**config.mk**
```make
export PLATFORM = sky130hd
export DESIGN_NAME = as_lut_wr_arbiter_flat
export DESIGN_NICKNAME = d
export VERILOG_FILES = /design/src/rtl/as_lut_wr_arbiter_if.sv /design/src/rtl/as_lut_wr_arbiter.sv /design/src/flat_wrapper.sv
export SDC_FILE = /design/constraint.sdc
export NUM_CORES = 1
export LEC_CHECK = 0
export CAP_MARGIN = 0
export CORE_ASPECT_RATIO = 0.8
export CORE_MARGIN = 5
export CORE_UTILIZATION = 43
export CTS_BUF_LIST = sky130_fd_sc_hd__clkbuf_8
export CTS_CLUSTER_DIAMETER = 150
export DETAILED_ROUTE_END_ITERATION = 10
export PLACE_DENSITY = 0.88
export SYNTH_ARGS = -nofsm -noshare
export SYNTH_HDL_FRONTEND = slang
export SYNTH_SLANG_ARGS = --single-unit
```
**constraint.sdc**
```tcl
create_clock -name clk -period 5.4 [get_ports clk]
set_clock_uncertainty 0.1 [all_clocks]
set_input_delay 0.54 -clock clk [delete_from_list [all_inputs] [get_ports clk]]
set_output_delay 0.54 -clock clk [all_outputs]
set_load 0.01 [all_outputs]
```
**src/rtl/as_lut_wr_arbiter_if.sv**
```systemverilog
// Purpose: bundles the requester-side and LUT-side write signals of the LUT write arbiter.
// Latency: none, this is wiring only.
// Backpressure: requesters hold req_wr_req until their ack; the LUT holds off via lut_wr_ack.
// Modports: master = the arbiter (drives the LUT write port and the acks back to requesters),
//           slave  = the environment (requesters, lookup engine and the LUT itself).
interface as_lut_wr_arbiter_if #(
    parameter int NUM_REQ           = 3,
    parameter int NUM_OUTPUT_QUEUES = 8,
    parameter int LUT_DEPTH_BITS    = 4
);
    // Requester side, packed per requester (requester i at slice i)
    logic [NUM_REQ-1:0]                   req_wr_req;
    logic [NUM_REQ*LUT_DEPTH_BITS-1:0]    req_wr_addr;
    logic [NUM_REQ*48-1:0]                req_wr_mac;
    logic [NUM_REQ*NUM_OUTPUT_QUEUES-1:0] req_wr_oq;
    logic [NUM_REQ-1:0]                   req_wr_protect;
    logic [NUM_REQ-1:0]                   req_wr_ack;
    logic [NUM_REQ-1:0]                   req_wr_err;

    // Lookup engine
    logic                                 lookup_active;

    // LUT write port
    logic                                 lut_wr_req;
    logic [LUT_DEPTH_BITS-1:0]            lut_wr_addr;
    logic [47:0]                          lut_wr_mac;
    logic [NUM_OUTPUT_QUEUES-1:0]         lut_wr_oq;
    logic                                 lut_wr_protect;
    logic                                 lut_wr_ack;

    logic                                 busy;

    modport master (
        input  req_wr_req, req_wr_addr, req_wr_mac, req_wr_oq, req_wr_protect,
        input  lookup_active, lut_wr_ack,
        output req_wr_ack, req_wr_err,
        output lut_wr_req, lut_wr_addr, lut_wr_mac, lut_wr_oq, lut_wr_protect,
        output busy
    );

    modport slave (
        output req_wr_req, req_wr_addr, req_wr_mac, req_wr_oq, req_wr_protect,
        output lookup_active, lut_wr_ack,
        input  req_wr_ack, req_wr_err,
        input  lut_wr_req, lut_wr_addr, lut_wr_mac, lut_wr_oq, lut_wr_protect,
        input  busy
    );
endinterface

```
**src/rtl/as_lut_wr_arbiter.sv**
```systemverilog
// Purpose: round-robin arbiter sharing the anti-spoof CAM LUT write port among NUM_REQ requesters.
// Latency: request sampled at edge t -> lut_wr_req from t+1; req_wr_ack one cycle after lut_wr_ack.
// Backpressure: no new grant while lookup_active or until the granted requester drops its request.
// Ports: clk, reset (sync, active-high); bus (master modport) carrying requester req/data/ack/err,
//        lookup_active, the LUT wr_* port with lut_wr_ack, and busy (high whenever not IDLE).
module as_lut_wr_arbiter #(
    parameter int NUM_REQ           = 3,
    parameter int NUM_OUTPUT_QUEUES = 8,
    parameter int LUT_DEPTH_BITS    = 4,
    parameter int TIMEOUT_CYCLES    = 255
) (
    input  logic                  clk,
    input  logic                  reset,
    as_lut_wr_arbiter_if.master   bus
);
    localparam int IDX_W = (NUM_REQ > 1) ? $clog2(NUM_REQ) : 1;
    localparam int CNT_W = 8;

    typedef enum logic [1:0] {IDLE, WAIT_ACK, RELEASE} state_t;

    state_t             state, state_nxt;
    logic [IDX_W-1:0]   rr_ptr;
    logic [IDX_W-1:0]   gnt_q;       // requester owning the current write
    logic [IDX_W-1:0]   grant_idx;
    logic [IDX_W:0]     cand;        // one extra bit so rr_ptr+i can wrap without overflow
    logic               grant_vld;
    logic [CNT_W-1:0]   cnt;
    logic               timeout_hit;
    logic               do_grant;
    logic               do_done;
    logic               do_err;
    logic [NUM_REQ-1:0] gnt_onehot;
    logic [IDX_W-1:0]   rr_ptr_nxt;

    // Round-robin search: first requester at or above rr_ptr, wrapping
    always_comb begin
        grant_vld = 1'b0;
        grant_idx = '0;
        cand      = '0;
        for (int i = 0; i < NUM_REQ; i++) begin
            cand = {1'b0, rr_ptr} + (IDX_W+1)'(i);
            if (cand >= (IDX_W+1)'(NUM_REQ))
                cand = cand - (IDX_W+1)'(NUM_REQ);
            if (!grant_vld && bus.req_wr_req[cand[IDX_W-1:0]]) begin
                grant_vld = 1'b1;
                grant_idx = cand[IDX_W-1:0];
            end
        end
    end

    // The counter is 0 on the first WAIT_ACK edge, so reaching TIMEOUT_CYCLES-1 here means
    // lut_wr_req has been high for exactly TIMEOUT_CYCLES cycles once this edge drops it.
    assign timeout_hit = (cnt == CNT_W'(TIMEOUT_CYCLES - 1));
    assign gnt_onehot  = NUM_REQ'(1) << gnt_q;
    assign rr_ptr_nxt  = (gnt_q == IDX_W'(NUM_REQ - 1)) ? '0 : gnt_q + IDX_W'(1);

    // State register
    always_ff @(posedge clk) begin
        if (reset) state <= IDLE;
        else       state <= state_nxt;
    end

    // Next-state logic
    always_comb begin
        state_nxt = state;
        case (state)
            IDLE:     if (grant_vld && !bus.lookup_active)  state_nxt = WAIT_ACK;
            WAIT_ACK: if (bus.lut_wr_ack || timeout_hit)    state_nxt = RELEASE;
            RELEASE:  if (!bus.req_wr_req[gnt_q])           state_nxt = IDLE;
            default:                                        state_nxt = IDLE;
        endcase
    end

    // Output / action decode; an ack on the timeout cycle wins over the error
    always_comb begin
        do_grant       = (state == IDLE) && grant_vld && !bus.lookup_active;
        do_done        = (state == WAIT_ACK) && (bus.lut_wr_ack || timeout_hit);
        do_err         = (state == WAIT_ACK) && !bus.lut_wr_ack && timeout_hit;
        bus.lut_wr_req = (state == WAIT_ACK);
        bus.busy       = (state != IDLE);
    end

    // Grant capture, timeout counter, ack/err pulses and round-robin pointer
    always_ff @(posedge clk) begin
        if (reset) begin
            rr_ptr             <= '0;
            gnt_q              <= '0;
            cnt                <= '0;
            bus.lut_wr_addr    <= '0;
            bus.lut_wr_mac     <= '0;
            bus.lut_wr_oq      <= '0;
            bus.lut_wr_protect <= 1'b0;
            bus.req_wr_ack     <= '0;
            bus.req_wr_err     <= '0;
        end else begin
            bus.req_wr_ack <= '0;
            bus.req_wr_err <= '0;
            if (do_grant) begin
                gnt_q              <= grant_idx;
                cnt                <= '0;
                bus.lut_wr_addr    <= bus.req_wr_addr[grant_idx*LUT_DEPTH_BITS +: LUT_DEPTH_BITS];
                bus.lut_wr_mac     <= bus.req_wr_mac[grant_idx*48 +: 48];
                bus.lut_wr_oq      <= bus.req_wr_oq[grant_idx*NUM_OUTPUT_QUEUES +: NUM_OUTPUT_QUEUES];
                bus.lut_wr_protect <= bus.req_wr_protect[grant_idx];
            end else if (state == WAIT_ACK && cnt != '1) begin
                cnt <= cnt + CNT_W'(1);
            end
            if (do_done) begin
                bus.req_wr_ack <= gnt_onehot;
                bus.req_wr_err <= do_err ? gnt_onehot : '0;
                rr_ptr         <= rr_ptr_nxt;
            end
        end
    end
endmodule

```
**src/flat_wrapper.sv**
```systemverilog
// flat-port wrapper written by rule: the top's interface ports become plain ports
module as_lut_wr_arbiter_flat 
#(
    parameter int NUM_REQ           = 3,
    parameter int NUM_OUTPUT_QUEUES = 8,
    parameter int LUT_DEPTH_BITS    = 4,
    parameter int TIMEOUT_CYCLES    = 255
)
  (clk, reset, bus_req_wr_req, bus_req_wr_addr, bus_req_wr_mac, bus_req_wr_oq, bus_req_wr_protect, bus_lookup_active, bus_lut_wr_ack, bus_req_wr_ack, bus_req_wr_err, bus_lut_wr_req, bus_lut_wr_addr, bus_lut_wr_mac, bus_lut_wr_oq, bus_lut_wr_protect, bus_busy);
  as_lut_wr_arbiter_if #(.NUM_REQ(NUM_REQ), .NUM_OUTPUT_QUEUES(NUM_OUTPUT_QUEUES), .LUT_DEPTH_BITS(LUT_DEPTH_BITS)) bus_i ();
  input  logic clk;
  input  logic reset;
  input wire logic [$bits(bus_i.req_wr_req)-1:0] bus_req_wr_req;
  input wire logic [$bits(bus_i.req_wr_addr)-1:0] bus_req_wr_addr;
  input wire logic [$bits(bus_i.req_wr_mac)-1:0] bus_req_wr_mac;
  input wire logic [$bits(bus_i.req_wr_oq)-1:0] bus_req_wr_oq;
  input wire logic [$bits(bus_i.req_wr_protect)-1:0] bus_req_wr_protect;
  input wire logic [$bits(bus_i.lookup_active)-1:0] bus_lookup_active;
  input wire logic [$bits(bus_i.lut_wr_ack)-1:0] bus_lut_wr_ack;
  output wire logic [$bits(bus_i.req_wr_ack)-1:0] bus_req_wr_ack;
  output wire logic [$bits(bus_i.req_wr_err)-1:0] bus_req_wr_err;
  output wire logic [$bits(bus_i.lut_wr_req)-1:0] bus_lut_wr_req;
  output wire logic [$bits(bus_i.lut_wr_addr)-1:0] bus_lut_wr_addr;
  output wire logic [$bits(bus_i.lut_wr_mac)-1:0] bus_lut_wr_mac;
  output wire logic [$bits(bus_i.lut_wr_oq)-1:0] bus_lut_wr_oq;
  output wire logic [$bits(bus_i.lut_wr_protect)-1:0] bus_lut_wr_protect;
  output wire logic [$bits(bus_i.busy)-1:0] bus_busy;
  assign bus_i.req_wr_req = bus_req_wr_req;
  assign bus_i.req_wr_addr = bus_req_wr_addr;
  assign bus_i.req_wr_mac = bus_req_wr_mac;
  assign bus_i.req_wr_oq = bus_req_wr_oq;
  assign bus_i.req_wr_protect = bus_req_wr_protect;
  assign bus_i.lookup_active = bus_lookup_active;
  assign bus_i.lut_wr_ack = bus_lut_wr_ack;
  assign bus_req_wr_ack = bus_i.req_wr_ack;
  assign bus_req_wr_err = bus_i.req_wr_err;
  assign bus_lut_wr_req = bus_i.lut_wr_req;
  assign bus_lut_wr_addr = bus_i.lut_wr_addr;
  assign bus_lut_wr_mac = bus_i.lut_wr_mac;
  assign bus_lut_wr_oq = bus_i.lut_wr_oq;
  assign bus_lut_wr_protect = bus_i.lut_wr_protect;
  assign bus_busy = bus_i.busy;
  as_lut_wr_arbiter #(.NUM_REQ(NUM_REQ), .NUM_OUTPUT_QUEUES(NUM_OUTPUT_QUEUES), .LUT_DEPTH_BITS(LUT_DEPTH_BITS), .TIMEOUT_CYCLES(TIMEOUT_CYCLES)) u_core (.clk(clk), .reset(reset), .bus(bus_i));
endmodule
```
==> results.toml, run 1 <==
[clock_network]
post-cts-setup-buffers = 0
postCtsHoldBufs = 0
cts-root-buf = "clkbuf_8"
clock_path_buffers = 2
numCtsBuffers = 9
h-tree-depth = 3
tritoncts = "done"
cts_resized = 0
clk-insertion-delay-late_ns = 0.35
clock_sink_count = 81
clk_pin_slew_ns = 0.08

[routing]
drcViolationCount = 0
routed_wirelength_um = 17100
viasPerCell = 5.70
firstDrtPassIters = 5
detail-route-antenna-nets = 0
drt_iter0_drc = 371
routedWlPerCell_um = 18.6
vias = 5225

[synthesis]
yosys_warnings = 0
syn_inst = 551
synth_top_area_share_pct = 36.3
yosysTopAreaCell = "dfxtp_1"
synth.net_count = 747
synth_async_sr_flop_share_pct = 0
syn_area_um2 = 4470
synth-seq-cells = 81
avgSynthCellArea_um2 = 8.11
synth_seq_area_share_pct = 36.3
ys_types = 39
dominantRegCellSynth = "dfxtp_1"
yosys-top-cells-area = "dfxtp_1 (36%), nand3_1 (14%), a32o_1 (14%)"
synth-edff-count = 0

[worst_setup_path]
cp_top_family = "simple AND/OR/NAND/NOR gates"
crit_top_cell = "mux2_4"
cp_slowest_cell = "nor2_4"
critical_path_class = "reg -> reg"
worst-path-buf-inv = 2
crit_fanout = 43
path_cells = "inv_1 > ha_1 > mux2_4 > mux2_4 > nor2_1 > a211oi_1 > nor2_4 > buf_4 > a32o_1"
cp.arrival_ns = 3.57
worst_ep_required_time_ns = 5.59
critPathMaxStageDelay_ns = 0.82
worstSetupEndpointType = "flop"
critPathLaunchType = "flop"

[sta]
finalSetupTns_ns = 0
rsz0062_at_grt = "no"
period_needed_ns = 3.39
post-route-period-util_pct = 62.7
setup_violations = 0
worst_pin_slew_ns = 1.21
whs_ns = 0.367
final_max_slew_viol_count = 0
max_slew_margin_pct = 19.4
finalHoldViolations = 0
max_freq_ghz = 0.295

[global_routing]
grt_usage_pct = 26.1
grt_pass1_wl_um = 26200
grt_max_degree = 124
antenna_found_initial = 0
grt_overflow = 0
grt_pass1_vias = 5393

[floorplan]
start_util_pct = 43.8
die_area_um2 = 12500
rows = 33
io_pins = 259
die_w_um = 124
fp.dieH_um = 101
core_um2 = 10200

[place]
dpl.hpwl_um = 12500
placed_cells = 901
port_buffers = 258
gp_congestion = 0.842

[layout]
drive_gt1_share_pct = 8.62
antenna_cells = 0
nNetsFinal = 968
fin_cells = 917
syn2layout_area_growth_pct = 63.6

[outcome]
status = "complete, no violations"

[power_and_ir_drop]
power_density_nw_per_um2 = 249
leakagePower_uw = 0.00268
ir_worst_vdd_uv = 120

[run]
cap_violations = 0

[min_path]
min_path_type = "reg -> reg"
[final cells by class]
cell class	count	area, µm²
fill	802	2880
timing repair buffer	262	2610
multi-input combinational	409	2630
tap	140	175
clock inverter	7	119
clock buffer	9	124
sequential	81	1620
inverter	9	33.8
[cell usage after synthesis, drive strengths merged, types with 2 or more instances]
cell,count
nor2b,4
mux2i,3
nor3,4
xor2,3
ha,6
and3,3
buf,9
or3,3
mux2,3
xnor2,4
nand2b,3
a211oi,3
nand2,10
inv,9
and2,3
clkbuf,43
nand3,125
nand3b,3
nor2,18
a211o,2
dfxtp,81
o21ai,67
a21oi,9
a32o,61
or2,63
[stage by stage]
stage          setup slack, ns  power [µW]  util, %  instance area [µm²]
5_1_grt                   1.82        1920     71.7                 7320
2_1_floorplan             2.82         983        -                 4470
3_5_place_dp              1.82        1300     69.4                 7070
6_report                  2.01        1820     71.7                 7320
4_1_cts                   2.00        1840     71.7                 7320
3_3_place_gp              1.96        1280     69.4                 7070
[layer usage]
metal  up-vias  routed length (µm)  share of wire [%]  track usage [%]
met5         -                   0                  0                0
met4         0                 463                2.7             8.50
met3        37                2060                 12             9.83
met2       284                8290                 48             46.4
met1      2422                6290                 37             28.8
li1       2482                   -                  -                -
[path summary, 6_finish.rpt]
kind | startpoint | endpoint | slack (ns) | cells after the start
worst min-delay path | u_core.bus.lut_wr_mac[38] | u_core.bus.lut_wr_mac[38] | 0.37 | 1
worst max-delay path | u_core.rr_ptr[1] | u_core.bus.lut_wr_mac[18] | 2.01 | 9
worst min register to register | u_core.bus.lut_wr_mac[38] | u_core.bus.lut_wr_mac[38] | 0.37 | 1
worst max register to register | u_core.rr_ptr[1] | u_core.bus.lut_wr_mac[18] | 2.01 | 9
[power breakdown]
| part | switching, µW | internal, µW |
|---|---|---|
| clock network | 228 | 308 |
| logic | 264 | 333 |
| registers | 34.3 | 656 |
| total | 526 | 1300 |
[kinds of logic after synthesis]
group	share of synthesized area (%)
AND/OR/NAND/NOR	28.8
XOR/XNOR	1.37
adder cells (fa/ha/maj)	1.68
buffers and inverters	5.79
AO/OA/AOI/OAI	24.5
multiplexers	1.60
flip-flops	36.3
[cell usage in the layout (no fill, tap or decap), types with 10 or more instances in the layout]
master           count
inv_1               10
nor2_1              16
dfxtp_1             81
nand3_1            125
clkdlybuf4s50_1    258
o21ai_0             65
a32o_1              61
nand2_1             10
or2_2               38
or2_0               18
[flip-flops by register name, summed over array words and instances (netlist names)]
register                   count
u_core.bus.lut_wr_addr         4
u_core.bus.req_wr_err          3
u_core.bus.lut_wr_mac         48
u_core.bus.lut_wr_protect      1
u_core.bus.lut_wr_oq           8
u_core.gnt_q                   2
u_core.state                   2
u_core.bus.req_wr_ack          3
u_core.rr_ptr                  2
u_core.cnt                     8
Note: power is estimated with default switching activity, not from simulation.
==> run 2: changes to the inputs <==
--- a/config.mk
+++ b/config.mk
@@ -8,11 +8,11 @@
 export CAP_MARGIN = 0
 export CORE_ASPECT_RATIO = 0.8
 export CORE_MARGIN = 5
-export CORE_UTILIZATION = 43
+export CORE_UTILIZATION = 36
 export CTS_BUF_LIST = sky130_fd_sc_hd__clkbuf_8
 export CTS_CLUSTER_DIAMETER = 150
 export DETAILED_ROUTE_END_ITERATION = 10
-export PLACE_DENSITY = 0.88
+export PLACE_DENSITY = 0.79
 export SYNTH_ARGS = -nofsm -noshare
 export SYNTH_HDL_FRONTEND = slang
 export SYNTH_SLANG_ARGS = --single-unit
==> constraint.sdc (replaced) <==
create_clock -name clk -period 3.1 [get_ports clk]
set_clock_uncertainty 0.1 [all_clocks]
set_input_delay 0.31 -clock clk [delete_from_list [all_inputs] [get_ports clk]]
set_output_delay 0.31 -clock clk [all_outputs]
set_load 0.01 [all_outputs]
==> results.toml, run 2 (synthesis gave the netlist of run 1 again) <==
[global_routing]
use_met1_pct = 26.2
grt_usage_pct = 22.4
grt-busiest-layer = "met2"
grt_max_degree = 62
grt_pass1_vias = 5297
met2_usage_pct = 38.5
antenna_found_initial = 0
use_met3_pct = 7.41
grt_pass1_wl_um = 26600
grt_overflow = 0

[clock_network]
clock_path_buffers = 2
cts-root-buf = "clkbuf_8"
tritoncts = "done"
h-tree-depth = 3
postCtsHoldBufs = 0
post-cts-setup-buffers = 0
clock_sink_count = 81
clk-insertion-delay-late_ns = 0.34
clk_pin_slew_ns = 0.09
numCtsBuffers = 9

[floorplan]
fp.dieH_um = 110
io_pins = 259
core_um2 = 12200
start_util_pct = 36.8
rows = 36
die_w_um = 135
die_area_um2 = 14800

[place]
gp_congestion = 0.885
dpl.hpwl_um = 12800
port_buffers = 258
placed_cells = 923

[sta]
post-route-period-util_pct = 95.5
period_needed_ns = 2.96
finalSetupTns_ns = 0
setup_violations = 0
worst_pin_slew_ns = 1.11
max_slew_margin_pct = 26.3
final_max_slew_viol_count = 0
rsz0062_at_grt = "no"
finalHoldViolations = 0
max_freq_ghz = 0.338

[layout]
fill_cells = 1056
antenna_cells = 0
layout_commonest_cell = "clkdlybuf4s50_1"
largest_reg_flops = 48
largest_register = "u_core.bus.lut_wr_mac"
regArea_um2 = 1620
nNetsFinal = 980
drive_gt1_share_pct = 10.1
reg_top3 = "u_core.bus.lut_wr_mac x48, u_core.bus.lut_wr_oq x8, u_core.cnt x8"
fin_cells = 941
layout_common_cells = "clkdlybuf4s50_1 (258), nand3_1 (125), dfxtp_1 (81), o21ai_0 (65), a32o_1 (61)"
multiInputGateArea_um2 = 2650
syn2layout_area_growth_pct = 67.5

[power_and_ir_drop]
ir_worst_vdd_uv = 239
leakagePower_uw = 0.00276
power_density_nw_per_um2 = 423

[worst_setup_path]
crit_start = "u_core.rr_ptr[0]"
crit_fanout = 18
rrSetupSlack_ns = 0.14
reg2reg_to = "u_core.bus.lut_wr_mac[4]"
worstSetupEndpointType = "flop"
critPathLaunchType = "flop"
ff2ff_path_depth = 8
r2r-start = "u_core.rr_ptr[0]"
crit_end = "u_core.bus.lut_wr_mac[4]"
worst_ep_required_time_ns = 3.29
critical_path_class = "reg -> reg"
cp.arrival_ns = 3.15

[routing]
detail-route-antenna-nets = 0
drt_iter0_drc = 351
routedWlPerCell_um = 19.1
viasPerCell = 5.64
firstDrtPassIters = 6
drcViolationCount = 0
vias = 5306
routed_wirelength_um = 18000

[run]
cap_violations = 0

[min_path]
min_path_type = "reg -> reg"
hold_path_startpoint = "u_core.bus.lut_wr_mac[20]"

[outcome]
status = "complete, no violations"
run 2: cell types whose count changed in the layout (fill, tap and decap cells not counted), sizes merged:
| cell | change |
|---|---|
| buf | +10 |
| bufinv | -1 |
| clkbuf | +1 |
| clkinv | +3 |
| clkinvlp | -1 |
| inv | -2 |
| nor2 | +1 |
| o21ai | +1 |
run 2: worst max-delay path, stage by stage, from the launching register on:
cell	delay, ns
dfxtp_1	0.38
inv_1	0.08
ha_1	0.30
mux2i_1	0.15
o21ai_0	0.25
nor2_1	0.11
a211o_1	0.41
nor2_2	0.84
a32o_1	0.29
run 2: final cells by class:
cell class | count | share of cell area, %
Clock buffer | 10 | 1.84
Clock inverter | 6 | 1.22
Inverter | 9 | 0.451
Multi-Input combinational cell | 411 | 35.4
Sequential cell | 81 | 21.7
Tap cell | 152 | 2.54
Timing Repair Buffer | 272 | 36.9
run 2: timing repair:
| item | 4_1_cts | 5_1_grt |
|---|---|---|
| endpoints found under the setup margin | 0 | 44 |
| endpoints found under the hold margin | 0 | 0 |
| gates resized for setup | 0 | 1 |
run 2: per-stage QoR:
step           util (%)  cell area, µm²  setup WS [ns]  hold slack, ns  power, µW
4_1_cts            61.4            7470          0.107           0.375       3190
3_5_place_dp       59.5            7240         0.0282           0.354       2310
2_1_floorplan         -            4470          0.524           0.366       1710
3_3_place_gp       59.5            7240         0.0905           0.346       2280
5_1_grt            61.6            7490         0.0592           0.393       3340
6_report           61.6            7490          0.139           0.371       3170
run 2: where the power goes:
part           internal, µW  total, µW  switching, µW
sequential             1140       1200           60.4
combinational           615       1090            474
clock                   479        875            396
run 2: metal layers:
metal	routed length, µm	up-vias
li1	-	2511
met2	8540	287
met5	0	-
met3	1840	45
met4	454	0
met1	7130	2463
run 2: worst min-delay path by stage:
| stage | end | slack (ns) | depth (start not counted) |
|---|---|---|---|
| after floorplan | u_core.state[1] | 0.37 | 2 |
| after global placement | u_core.bus.lut_wr_mac[37] | 0.35 | 1 |
| after detailed placement | u_core.bus.lut_wr_mac[31] | 0.35 | 1 |
| after CTS | u_core.bus.lut_wr_mac[20] | 0.37 | 1 |
| after global routing | u_core.bus.lut_wr_mac[18] | 0.39 | 1 |
| final | u_core.bus.lut_wr_mac[20] | 0.37 | 1 |
